$ cat src/rtl/grf_wb_arb_if.sv
// Register-file write arbitration bus: pipeline writeback, multi-cycle unit results,
// the shared register-file write port and the pending-write lookup.
interface grf_wb_arb_if;
  logic        wb_we;
  logic [4:0]  wb_a3;
  logic [31:0] wb_wd;
  logic [31:0] wb_pc;
  logic        wb_ack;

  logic        md_valid;
  logic [4:0]  md_a3;
  logic [31:0] md_wd;
  logic [31:0] md_pc;
  logic        md_ready;

  logic        grf_we;
  logic [4:0]  grf_a3;
  logic [31:0] grf_wd;
  logic [31:0] grf_pc;

  logic [4:0]  rs1;
  logic [4:0]  rs2;
  logic        fwd1_hit;
  logic [31:0] fwd1_data;
  logic        fwd2_hit;
  logic [31:0] fwd2_data;

  // Requesters and the lookup consumer
  modport master (
    output wb_we, wb_a3, wb_wd, wb_pc, md_valid, md_a3, md_wd, md_pc, rs1, rs2,
    input  wb_ack, md_ready, grf_we, grf_a3, grf_wd, grf_pc,
    input  fwd1_hit, fwd1_data, fwd2_hit, fwd2_data
  );

  // Arbiter
  modport slave (
    input  wb_we, wb_a3, wb_wd, wb_pc, md_valid, md_a3, md_wd, md_pc, rs1, rs2,
    output wb_ack, md_ready, grf_we, grf_a3, grf_wd, grf_pc,
    output fwd1_hit, fwd1_data, fwd2_hit, fwd2_data
  );
endinterface

$ cat src/rtl/grf_wb_arb.sv
// Single register-file write port shared by pipeline writeback and a 2-deep MDU result FIFO.
// Define GRF_ARB_FWD_EN to enable lookup of pending FIFO writes for rs1/rs2.
module grf_wb_arb #(
  parameter int unsigned STARVE_LIMIT = 4
) (
  input  logic         clk,
  input  logic         reset,
  grf_wb_arb_if.slave  bus
);

  typedef struct packed {
    logic        valid;
    logic [4:0]  a3;
    logic [31:0] wd;
    logic [31:0] pc;
  } entry_t;

  typedef enum logic [1:0] {GntIdle, GntWb, GntHead} gnt_e;

  localparam logic [2:0] StarveMax = 3'(STARVE_LIMIT);

  entry_t     ent_q [2];
  entry_t     ent_d [2];
  entry_t     new_ent;
  logic [2:0] starve_q, starve_d;

  gnt_e gnt;
  logic wb_active, head_valid, forced, md_ready;
  logic wb_gnt, head_gnt, keep0, keep1, enq;

  // Slot 0 is always the head; kept entries are compacted toward it every cycle, so an
  // entry invalidated by a newer WB write never occupies the head.
  always_ff @(posedge clk) begin
    if (reset) begin
      ent_q[0] <= '0;
      ent_q[1] <= '0;
      starve_q <= '0;
    end else begin
      ent_q[0] <= ent_d[0];
      ent_q[1] <= ent_d[1];
      starve_q <= starve_d;
    end
  end

  always_comb begin
    wb_active  = bus.wb_we && (bus.wb_a3 != 5'd0);
    head_valid = ent_q[0].valid;
    forced     = head_valid && (starve_q == StarveMax);
    if (forced)          gnt = GntHead;
    else if (wb_active)  gnt = GntWb;
    else if (head_valid) gnt = GntHead;
    else                 gnt = GntIdle;
    wb_gnt   = (gnt == GntWb);
    head_gnt = (gnt == GntHead);
    // A slot frees up in the same cycle the head leaves
    md_ready = !ent_q[1].valid || head_gnt;
  end

  always_comb begin
    keep0 = ent_q[0].valid && !head_gnt && !(wb_gnt && (ent_q[0].a3 == bus.wb_a3));
    keep1 = ent_q[1].valid && !(wb_gnt && (ent_q[1].a3 == bus.wb_a3));
    // A result racing a WB to the same register is the older write and is dropped
    enq   = bus.md_valid && md_ready && (bus.md_a3 != 5'd0)
            && !(wb_gnt && (bus.md_a3 == bus.wb_a3));
    new_ent = {1'b1, bus.md_a3, bus.md_wd, bus.md_pc};

    ent_d[0] = '0;
    ent_d[1] = '0;
    if (keep0) begin
      ent_d[0] = ent_q[0];
      if (keep1)    ent_d[1] = ent_q[1];
      else if (enq) ent_d[1] = new_ent;
    end else if (keep1) begin
      ent_d[0] = ent_q[1];
      if (enq) ent_d[1] = new_ent;
    end else if (enq) begin
      ent_d[0] = new_ent;
    end

    if (head_gnt)                  starve_d = '0;
    else if (wb_gnt && head_valid) starve_d = 3'(starve_q + 3'd1);
    else                           starve_d = starve_q;
    if (!ent_d[0].valid) starve_d = '0;
  end

  always_comb begin
    bus.wb_ack   = !(forced && wb_active);
    bus.md_ready = md_ready;
    bus.grf_we   = 1'b0;
    bus.grf_a3   = '0;
    bus.grf_wd   = '0;
    bus.grf_pc   = '0;
    unique case (gnt)
      GntWb: begin
        bus.grf_we = 1'b1;
        bus.grf_a3 = bus.wb_a3;
        bus.grf_wd = bus.wb_wd;
        bus.grf_pc = bus.wb_pc;
      end
      GntHead: begin
        bus.grf_we = 1'b1;
        bus.grf_a3 = ent_q[0].a3;
        bus.grf_wd = ent_q[0].wd;
        bus.grf_pc = ent_q[0].pc;
      end
      default: ;
    endcase
  end

`ifdef GRF_ARB_FWD_EN
  // Youngest matching entry wins, so check slot 1 before slot 0
  function automatic logic [32:0] lookup(input logic [4:0] rs, input entry_t e0, input entry_t e1);
    if (rs == 5'd0)                   return '0;
    if (e1.valid && (e1.a3 == rs))    return {1'b1, e1.wd};
    if (e0.valid && (e0.a3 == rs))    return {1'b1, e0.wd};
    return '0;
  endfunction

  always_comb begin
    {bus.fwd1_hit, bus.fwd1_data} = lookup(bus.rs1, ent_q[0], ent_q[1]);
    {bus.fwd2_hit, bus.fwd2_data} = lookup(bus.rs2, ent_q[0], ent_q[1]);
  end
`else
  logic unused_rs;
  assign unused_rs = ^{bus.rs1, bus.rs2};

  always_comb begin
    bus.fwd1_hit  = 1'b0;
    bus.fwd1_data = '0;
    bus.fwd2_hit  = 1'b0;
    bus.fwd2_data = '0;
  end
`endif

endmodule

$ cat src/flat_wrapper.sv
// flat-port wrapper written by rule: the top's interface ports become plain ports
module grf_wb_arb_flat 
#(
  parameter int unsigned STARVE_LIMIT = 4
)
  (clk, reset, bus_wb_we, bus_wb_a3, bus_wb_wd, bus_wb_pc, bus_md_valid, bus_md_a3, bus_md_wd, bus_md_pc, bus_rs1, bus_rs2, bus_wb_ack, bus_md_ready, bus_grf_we, bus_grf_a3, bus_grf_wd, bus_grf_pc, bus_fwd1_hit, bus_fwd1_data, bus_fwd2_hit, bus_fwd2_data);
  grf_wb_arb_if bus_i ();
  input  logic clk;
  input  logic reset;
  input wire logic [$bits(bus_i.wb_we)-1:0] bus_wb_we;
  input wire logic [$bits(bus_i.wb_a3)-1:0] bus_wb_a3;
  input wire logic [$bits(bus_i.wb_wd)-1:0] bus_wb_wd;
  input wire logic [$bits(bus_i.wb_pc)-1:0] bus_wb_pc;
  input wire logic [$bits(bus_i.md_valid)-1:0] bus_md_valid;
  input wire logic [$bits(bus_i.md_a3)-1:0] bus_md_a3;
  input wire logic [$bits(bus_i.md_wd)-1:0] bus_md_wd;
  input wire logic [$bits(bus_i.md_pc)-1:0] bus_md_pc;
  input wire logic [$bits(bus_i.rs1)-1:0] bus_rs1;
  input wire logic [$bits(bus_i.rs2)-1:0] bus_rs2;
  output wire logic [$bits(bus_i.wb_ack)-1:0] bus_wb_ack;
  output wire logic [$bits(bus_i.md_ready)-1:0] bus_md_ready;
  output wire logic [$bits(bus_i.grf_we)-1:0] bus_grf_we;
  output wire logic [$bits(bus_i.grf_a3)-1:0] bus_grf_a3;
  output wire logic [$bits(bus_i.grf_wd)-1:0] bus_grf_wd;
  output wire logic [$bits(bus_i.grf_pc)-1:0] bus_grf_pc;
  output wire logic [$bits(bus_i.fwd1_hit)-1:0] bus_fwd1_hit;
  output wire logic [$bits(bus_i.fwd1_data)-1:0] bus_fwd1_data;
  output wire logic [$bits(bus_i.fwd2_hit)-1:0] bus_fwd2_hit;
  output wire logic [$bits(bus_i.fwd2_data)-1:0] bus_fwd2_data;
  assign bus_i.wb_we = bus_wb_we;
  assign bus_i.wb_a3 = bus_wb_a3;
  assign bus_i.wb_wd = bus_wb_wd;
  assign bus_i.wb_pc = bus_wb_pc;
  assign bus_i.md_valid = bus_md_valid;
  assign bus_i.md_a3 = bus_md_a3;
  assign bus_i.md_wd = bus_md_wd;
  assign bus_i.md_pc = bus_md_pc;
  assign bus_i.rs1 = bus_rs1;
  assign bus_i.rs2 = bus_rs2;
  assign bus_wb_ack = bus_i.wb_ack;
  assign bus_md_ready = bus_i.md_ready;
  assign bus_grf_we = bus_i.grf_we;
  assign bus_grf_a3 = bus_i.grf_a3;
  assign bus_grf_wd = bus_i.grf_wd;
  assign bus_grf_pc = bus_i.grf_pc;
  assign bus_fwd1_hit = bus_i.fwd1_hit;
  assign bus_fwd1_data = bus_i.fwd1_data;
  assign bus_fwd2_hit = bus_i.fwd2_hit;
  assign bus_fwd2_data = bus_i.fwd2_data;
  grf_wb_arb #(.STARVE_LIMIT(STARVE_LIMIT)) u_core (.clk(clk), .reset(reset), .bus(bus_i));
endmodule
$ cat config.mk
export PLATFORM = sky130hd
export DESIGN_NAME = grf_wb_arb_flat
export DESIGN_NICKNAME = d
export VERILOG_FILES = /design/src/rtl/grf_wb_arb_if.sv /design/src/rtl/grf_wb_arb.sv /design/src/flat_wrapper.sv
export SDC_FILE = /design/constraint.sdc
export NUM_CORES = 1
export LEC_CHECK = 0
export ABC_AREA = 1
export ABC_CLOCK_PERIOD_IN_PS = 4000
export BUFFER_PORTS_ARGS = -buffer_cell sky130_fd_sc_hd__buf_2
export CAP_MARGIN = 20
export CORE_MARGIN = 2
export CORE_UTILIZATION = 47
export CTS_CLUSTER_SIZE = 25
export DETAILED_ROUTE_END_ITERATION = 10
export PLACE_DENSITY_LB_ADDON = 0.25
export SLEW_MARGIN = 20
export SYNTH_ARGS = -nofsm -noshare
export SYNTH_HDL_FRONTEND = slang
export SYNTH_SLANG_ARGS = --single-unit
$ cat constraint.sdc
create_clock -name clk -period 4 [get_ports clk]
set_input_delay 1.2 -clock clk [delete_from_list [all_inputs] [get_ports clk]]
set_output_delay 1.2 -clock clk [all_outputs]
set_load 0.1 [all_outputs]
==> flow_results.xml <==
<?xml version="1.0" encoding="UTF-8"?>
<metrics>
  <group name="outcome">
    <metric name="status" unit="">complete, but fails checks</metric>
    <metric name="failed_checks" unit="">negative setup slack</metric>
  </group>
  <group name="layout">
    <metric name="insertedDiodeCount" unit="">0</metric>
    <metric name="drive_gt1_frac" unit="">0.285</metric>
    <metric name="area.sequential" unit="um^2">2860</metric>
    <metric name="nFillCells" unit="">1504</metric>
    <metric name="stdcell_count" unit="">1884</metric>
    <metric name="areaGrowthSynthToFinish" unit="%">48.1</metric>
    <metric name="multi_input_comb_area" unit="um^2">5620</metric>
    <metric name="finalNetCount" unit="">1793</metric>
    <metric name="finalInstanceArea" unit="um^2">13000</metric>
  </group>
  <group name="worst_setup_path">
    <metric name="worstSetupPathType" unit="">input pin to output port</metric>
    <metric name="crit_fanout" unit="">10</metric>
    <metric name="critical_path_arrival" unit="ns">2.86</metric>
    <metric name="critical_path.endpoint_type" unit="">output port</metric>
    <metric name="crit_required" unit="ns">2.80</metric>
    <metric name="start_kind" unit="">input pin</metric>
  </group>
  <group name="placed_design">
    <metric name="dpl-instance-area" unit="um^2">11900</metric>
    <metric name="gpl.final_weighted_congestion" unit="">0.822</metric>
    <metric name="portBuffers" unit="">213</metric>
    <metric name="dp_cells" unit="">1840</metric>
    <metric name="dp.final_hpwl" unit="um">17200</metric>
  </group>
  <group name="route">
    <metric name="post_drt_via_cell_ratio" unit="">5.07</metric>
    <metric name="detailedRoute.firstIterationViolations" unit="">672</metric>
    <metric name="route.vias.total" unit="">9546</metric>
    <metric name="first_pass_iters" unit="">7</metric>
    <metric name="remaining_drc_errors" unit="">0</metric>
    <metric name="route.antenna.remaining_nets" unit="">0</metric>
    <metric name="avgRoutedWirePerCell" unit="um">14.8</metric>
    <metric name="total_wirelength" unit="um">27800</metric>
  </group>
  <group name="power">
    <metric name="irDropWorstVdd" unit="V">0.000334</metric>
    <metric name="power.switching_fraction" unit="">0.378</metric>
    <metric name="share_seq_of_total_power" unit="">0.303</metric>
    <metric name="internal_power" unit="mW">3.25</metric>
    <metric name="power.switching" unit="mW">1.98</metric>
    <metric name="powerDensity" unit="nW/um^2">401</metric>
    <metric name="clock_power_share" unit="">0.337</metric>
    <metric name="pwr-share-comb" unit="">0.360</metric>
    <metric name="static-leakage-power" unit="nW">6.35</metric>
  </group>
  <group name="floorplanning">
    <metric name="fp.dieH" unit="um">141</metric>
    <metric name="io-pin-count" unit="">290</metric>
    <metric name="placementRows" unit="">50</metric>
    <metric name="initial_core_util" unit="">0.474</metric>
    <metric name="die_width" unit="um">141</metric>
    <metric name="core_region_area" unit="um^2">18500</metric>
    <metric name="floorplan.die_area" unit="um^2">19800</metric>
  </group>
  <group name="global_route">
    <metric name="first_global_vias" unit="">8916</metric>
    <metric name="global_router_s_overall_resource_usage" unit="">0.268</metric>
    <metric name="globalRoute.totalOverflow" unit="">0</metric>
    <metric name="grt_start_max_net_pins" unit="">71</metric>
    <metric name="grt_pass1_wl" unit="um">43400</metric>
    <metric name="antenna_violations_before_repair" unit="">1</metric>
  </group>
  <group name="clocking">
    <metric name="cts_tree" unit="">built</metric>
    <metric name="htreeDepth" unit="">4</metric>
    <metric name="cts_root_buf" unit="">sky130_fd_sc_hd__clkbuf_16</metric>
    <metric name="path_clk_slew" unit="ns">0.06</metric>
    <metric name="cts_inserted_buffers" unit="">17</metric>
    <metric name="clock_tree.buffer_depth" unit="">2</metric>
    <metric name="clk-insertion-delay-late" unit="ns">0.43</metric>
    <metric name="clkSinkCount" unit="">143</metric>
  </group>
  <group name="timing">
    <metric name="final-max-slew-violation-count" unit="">0</metric>
    <metric name="worst_slew_pin_tran" unit="ns">0.873</metric>
    <metric name="setup_viol" unit="">47</metric>
    <metric name="final_hold_violation_count" unit="">0</metric>
    <metric name="finalCritPeriodShare" unit="">1.02</metric>
    <metric name="setup_total_negative_slack" unit="ns">-1.37</metric>
    <metric name="fin_worst_skew" unit="ns">0.00772</metric>
    <metric name="post-route-min-period" unit="ns">4.06</metric>
    <metric name="max-slew-margin-rel" unit="">0.418</metric>
    <metric name="post-route-worst-setup-slack" unit="ns">-0.0618</metric>
    <metric name="max_freq" unit="MHz">246</metric>
    <metric name="setup_repair_after_global_routing_missed_its_margin" unit="">yes</metric>
  </group>
  <group name="yosys">
    <metric name="synth_seq_area_share" unit="">0.326</metric>
    <metric name="yosys.cell_types.count" unit="">27</metric>
    <metric name="number_of_synthesized_register_bits" unit="">143</metric>
    <metric name="synth_warnings" unit="">0</metric>
    <metric name="postSynthCellCount" unit="">1445</metric>
    <metric name="netlist_area" unit="um^2">8790</metric>
    <metric name="synth_area_per_cell" unit="um^2">6.08</metric>
  </group>
  <group name="worst_hold_path">
    <metric name="worst_hold_path_type" unit="">flip-flop to flip-flop</metric>
  </group>
  <group name="job">
    <metric name="cap_viol_max_count" unit="">0</metric>
  </group>
</metrics>
[cells by family (layout without fill, tap and decap cells)]
group | count (synthesis) | after routing | share of synthesized area
buffers and inverters | 324 | 464 | 0.175
other | 1 | 66 | 0.000427
flip-flops | 143 | 143 | 0.326
AO/OA/AOI/OAI | 148 | 148 | 0.0852
XOR/XNOR | 3 | 3 | 0.00299
AND/OR/NAND/NOR | 822 | 822 | 0.405
adder cells (fa/ha/maj) | 4 | 4 | 0.00570
[final timing paths]
| check | from | to | slack, ns | cells past startpoint |
|---|---|---|---|---|
| max | bus_wb_a3[2] | bus_grf_wd[14] | -0.06 | 12 |
| min | u_core.starve_q[2]$_SDFFE_PP0P_ | u_core.starve_q[2]$_SDFFE_PP0P_ | 0.54 | 2 |
| max reg2reg | u_core.starve_q[0]$_SDFFE_PP0P_ | u_core.ent_q[0][72]$_SDFF_PP0_ | 1.06 | 20 |
| min reg2reg | u_core.starve_q[2]$_SDFFE_PP0P_ | u_core.starve_q[2]$_SDFFE_PP0P_ | 0.54 | 2 |
[flip-flops by register name, indices dropped and copies added, names as in the netlist]
name             count
u_core.starve_q      3
u_core.ent_q       140
[layout make-up]
class	count	share of cell area
repair buffers	271	0.229
clock buffers	20	0.0336
clock inverters	12	0.0162
multi-input cells	1043	0.432
well taps	234	0.0225
inverters	161	0.0467
flip-flops and latches	143	0.220
[power groups by stage]
stage,Clock (mW),Combinational (mW),Sequential [mW]
after detailed placement,0,1.81,1.60
after CTS,1.77,1.84,1.57
final,1.76,1.88,1.58
after floorplan,0,1.38,1.59
after global placement,0,1.80,1.60
after global routing,1.82,1.99,1.59
[worst max-delay path, cell delays in order]
cell and delay [ns]:
sky130_fd_sc_hd__buf_6 0.10, sky130_fd_sc_hd__nor3_4 0.17, sky130_fd_sc_hd__nand3_2 0.12, sky130_fd_sc_hd__nand2_2 0.10, sky130_fd_sc_hd__nor2_4 0.05, sky130_fd_sc_hd__nor2_4 0.12, sky130_fd_sc_hd__inv_2 0.07, sky130_fd_sc_hd__ha_4 0.24
sky130_fd_sc_hd__buf_12 0.16, sky130_fd_sc_hd__buf_12 0.17, sky130_fd_sc_hd__a21oi_4 0.15, sky130_fd_sc_hd__buf_12 0.19
[through the flow]
step / power (mW) / hold slack (ns) / setup slack, ns / util
global route: 5.41 / 0.561 / -0.116 / 0.703
finish: 5.22 / 0.535 / -0.0618 / 0.703
floorplan: 2.97 / 0.494 / -0.124 / -
global placement: 3.39 / 0.505 / -0.111 / 0.644
CTS: 5.18 / 0.533 / -0.0482 / 0.685
detailed placement: 3.41 / 0.517 / -0.162 / 0.644
[cell usage after synthesis]
cell,instances,area share
sky130_fd_sc_hd__buf_4,75,0.064
sky130_fd_sc_hd__nor2_4,1,0.0013
sky130_fd_sc_hd__nand2_2,1,0.00071
sky130_fd_sc_hd__buf_2,27,0.015
sky130_fd_sc_hd__nor3b_2,1,0.0014
sky130_fd_sc_hd__nand2_4,1,0.0013
sky130_fd_sc_hd__conb_1,1,0.00043
sky130_fd_sc_hd__dfxtp_1,143,0.33
sky130_fd_sc_hd__o22ai_1,4,0.0028
sky130_fd_sc_hd__nand2_1,449,0.19
sky130_fd_sc_hd__nand3_1,214,0.12
sky130_fd_sc_hd__nand3_2,1,0.0011
sky130_fd_sc_hd__a21boi_1,1,0.00085
sky130_fd_sc_hd__buf_6,1,0.0013
sky130_fd_sc_hd__xor2_1,3,0.0030
sky130_fd_sc_hd__inv_1,156,0.067
sky130_fd_sc_hd__a21oi_1,141,0.080
sky130_fd_sc_hd__nor3_1,1,0.00057
sky130_fd_sc_hd__or2_1,10,0.0071
sky130_fd_sc_hd__inv_2,5,0.0021
sky130_fd_sc_hd__o21ai_0,2,0.0011
sky130_fd_sc_hd__or2_2,56,0.040
sky130_fd_sc_hd__ha_1,4,0.0057
sky130_fd_sc_hd__nor2_1,86,0.037
sky130_fd_sc_hd__nand3b_1,1,0.00085
sky130_fd_sc_hd__buf_1,21,0.0090
sky130_fd_sc_hd__clkbuf_1,39,0.017
[layout by cell type (no fill, tap or decap), types with 3 or more instances in the layout]
cell and count:
sky130_fd_sc_hd__a21oi_4 69, sky130_fd_sc_hd__o22ai_1 4, sky130_fd_sc_hd__buf_4 24, sky130_fd_sc_hd__bufinv_16 5, sky130_fd_sc_hd__xor2_1 3, sky130_fd_sc_hd__nand2_8 3
sky130_fd_sc_hd__nand3_1 213, sky130_fd_sc_hd__dfxtp_1 142, sky130_fd_sc_hd__clkbuf_1 3, sky130_fd_sc_hd__a21oi_1 72, sky130_fd_sc_hd__or2_1 10, sky130_fd_sc_hd__buf_12 92
sky130_fd_sc_hd__nor2_4 3, sky130_fd_sc_hd__clkbuf_16 22, sky130_fd_sc_hd__buf_2 140, sky130_fd_sc_hd__inv_1 154, sky130_fd_sc_hd__nor2_1 84, sky130_fd_sc_hd__nand2_4 9
sky130_fd_sc_hd__or2_2 56, sky130_fd_sc_hd__conb_1 66, sky130_fd_sc_hd__buf_6 7, sky130_fd_sc_hd__clkinv_4 5, sky130_fd_sc_hd__nand2_1 423, sky130_fd_sc_hd__nand2_2 16
sky130_fd_sc_hd__inv_2 6
[routing by layer]
metal / part of all wire / GRT usage
met1: 0.43 / 0.343
met2: 0.48 / 0.459
met3: 0.072 / 0.0486
met4: 0.016 / 0.0874
met5: 0.00047 / 0
[what timing repair did]
action / 4_1_cts / 5_1_grt
hold endpoints to repair: 0 / 0
gates resized for setup: 22 / 41
setup buffers: 1 / 3
setup endpoints to repair: 71 / 70
pin swaps: 3 / 28
hold buffers: 0 / 0
cloned: 1 / 7
No activity file was read; power rests on OpenSTA's default activity.
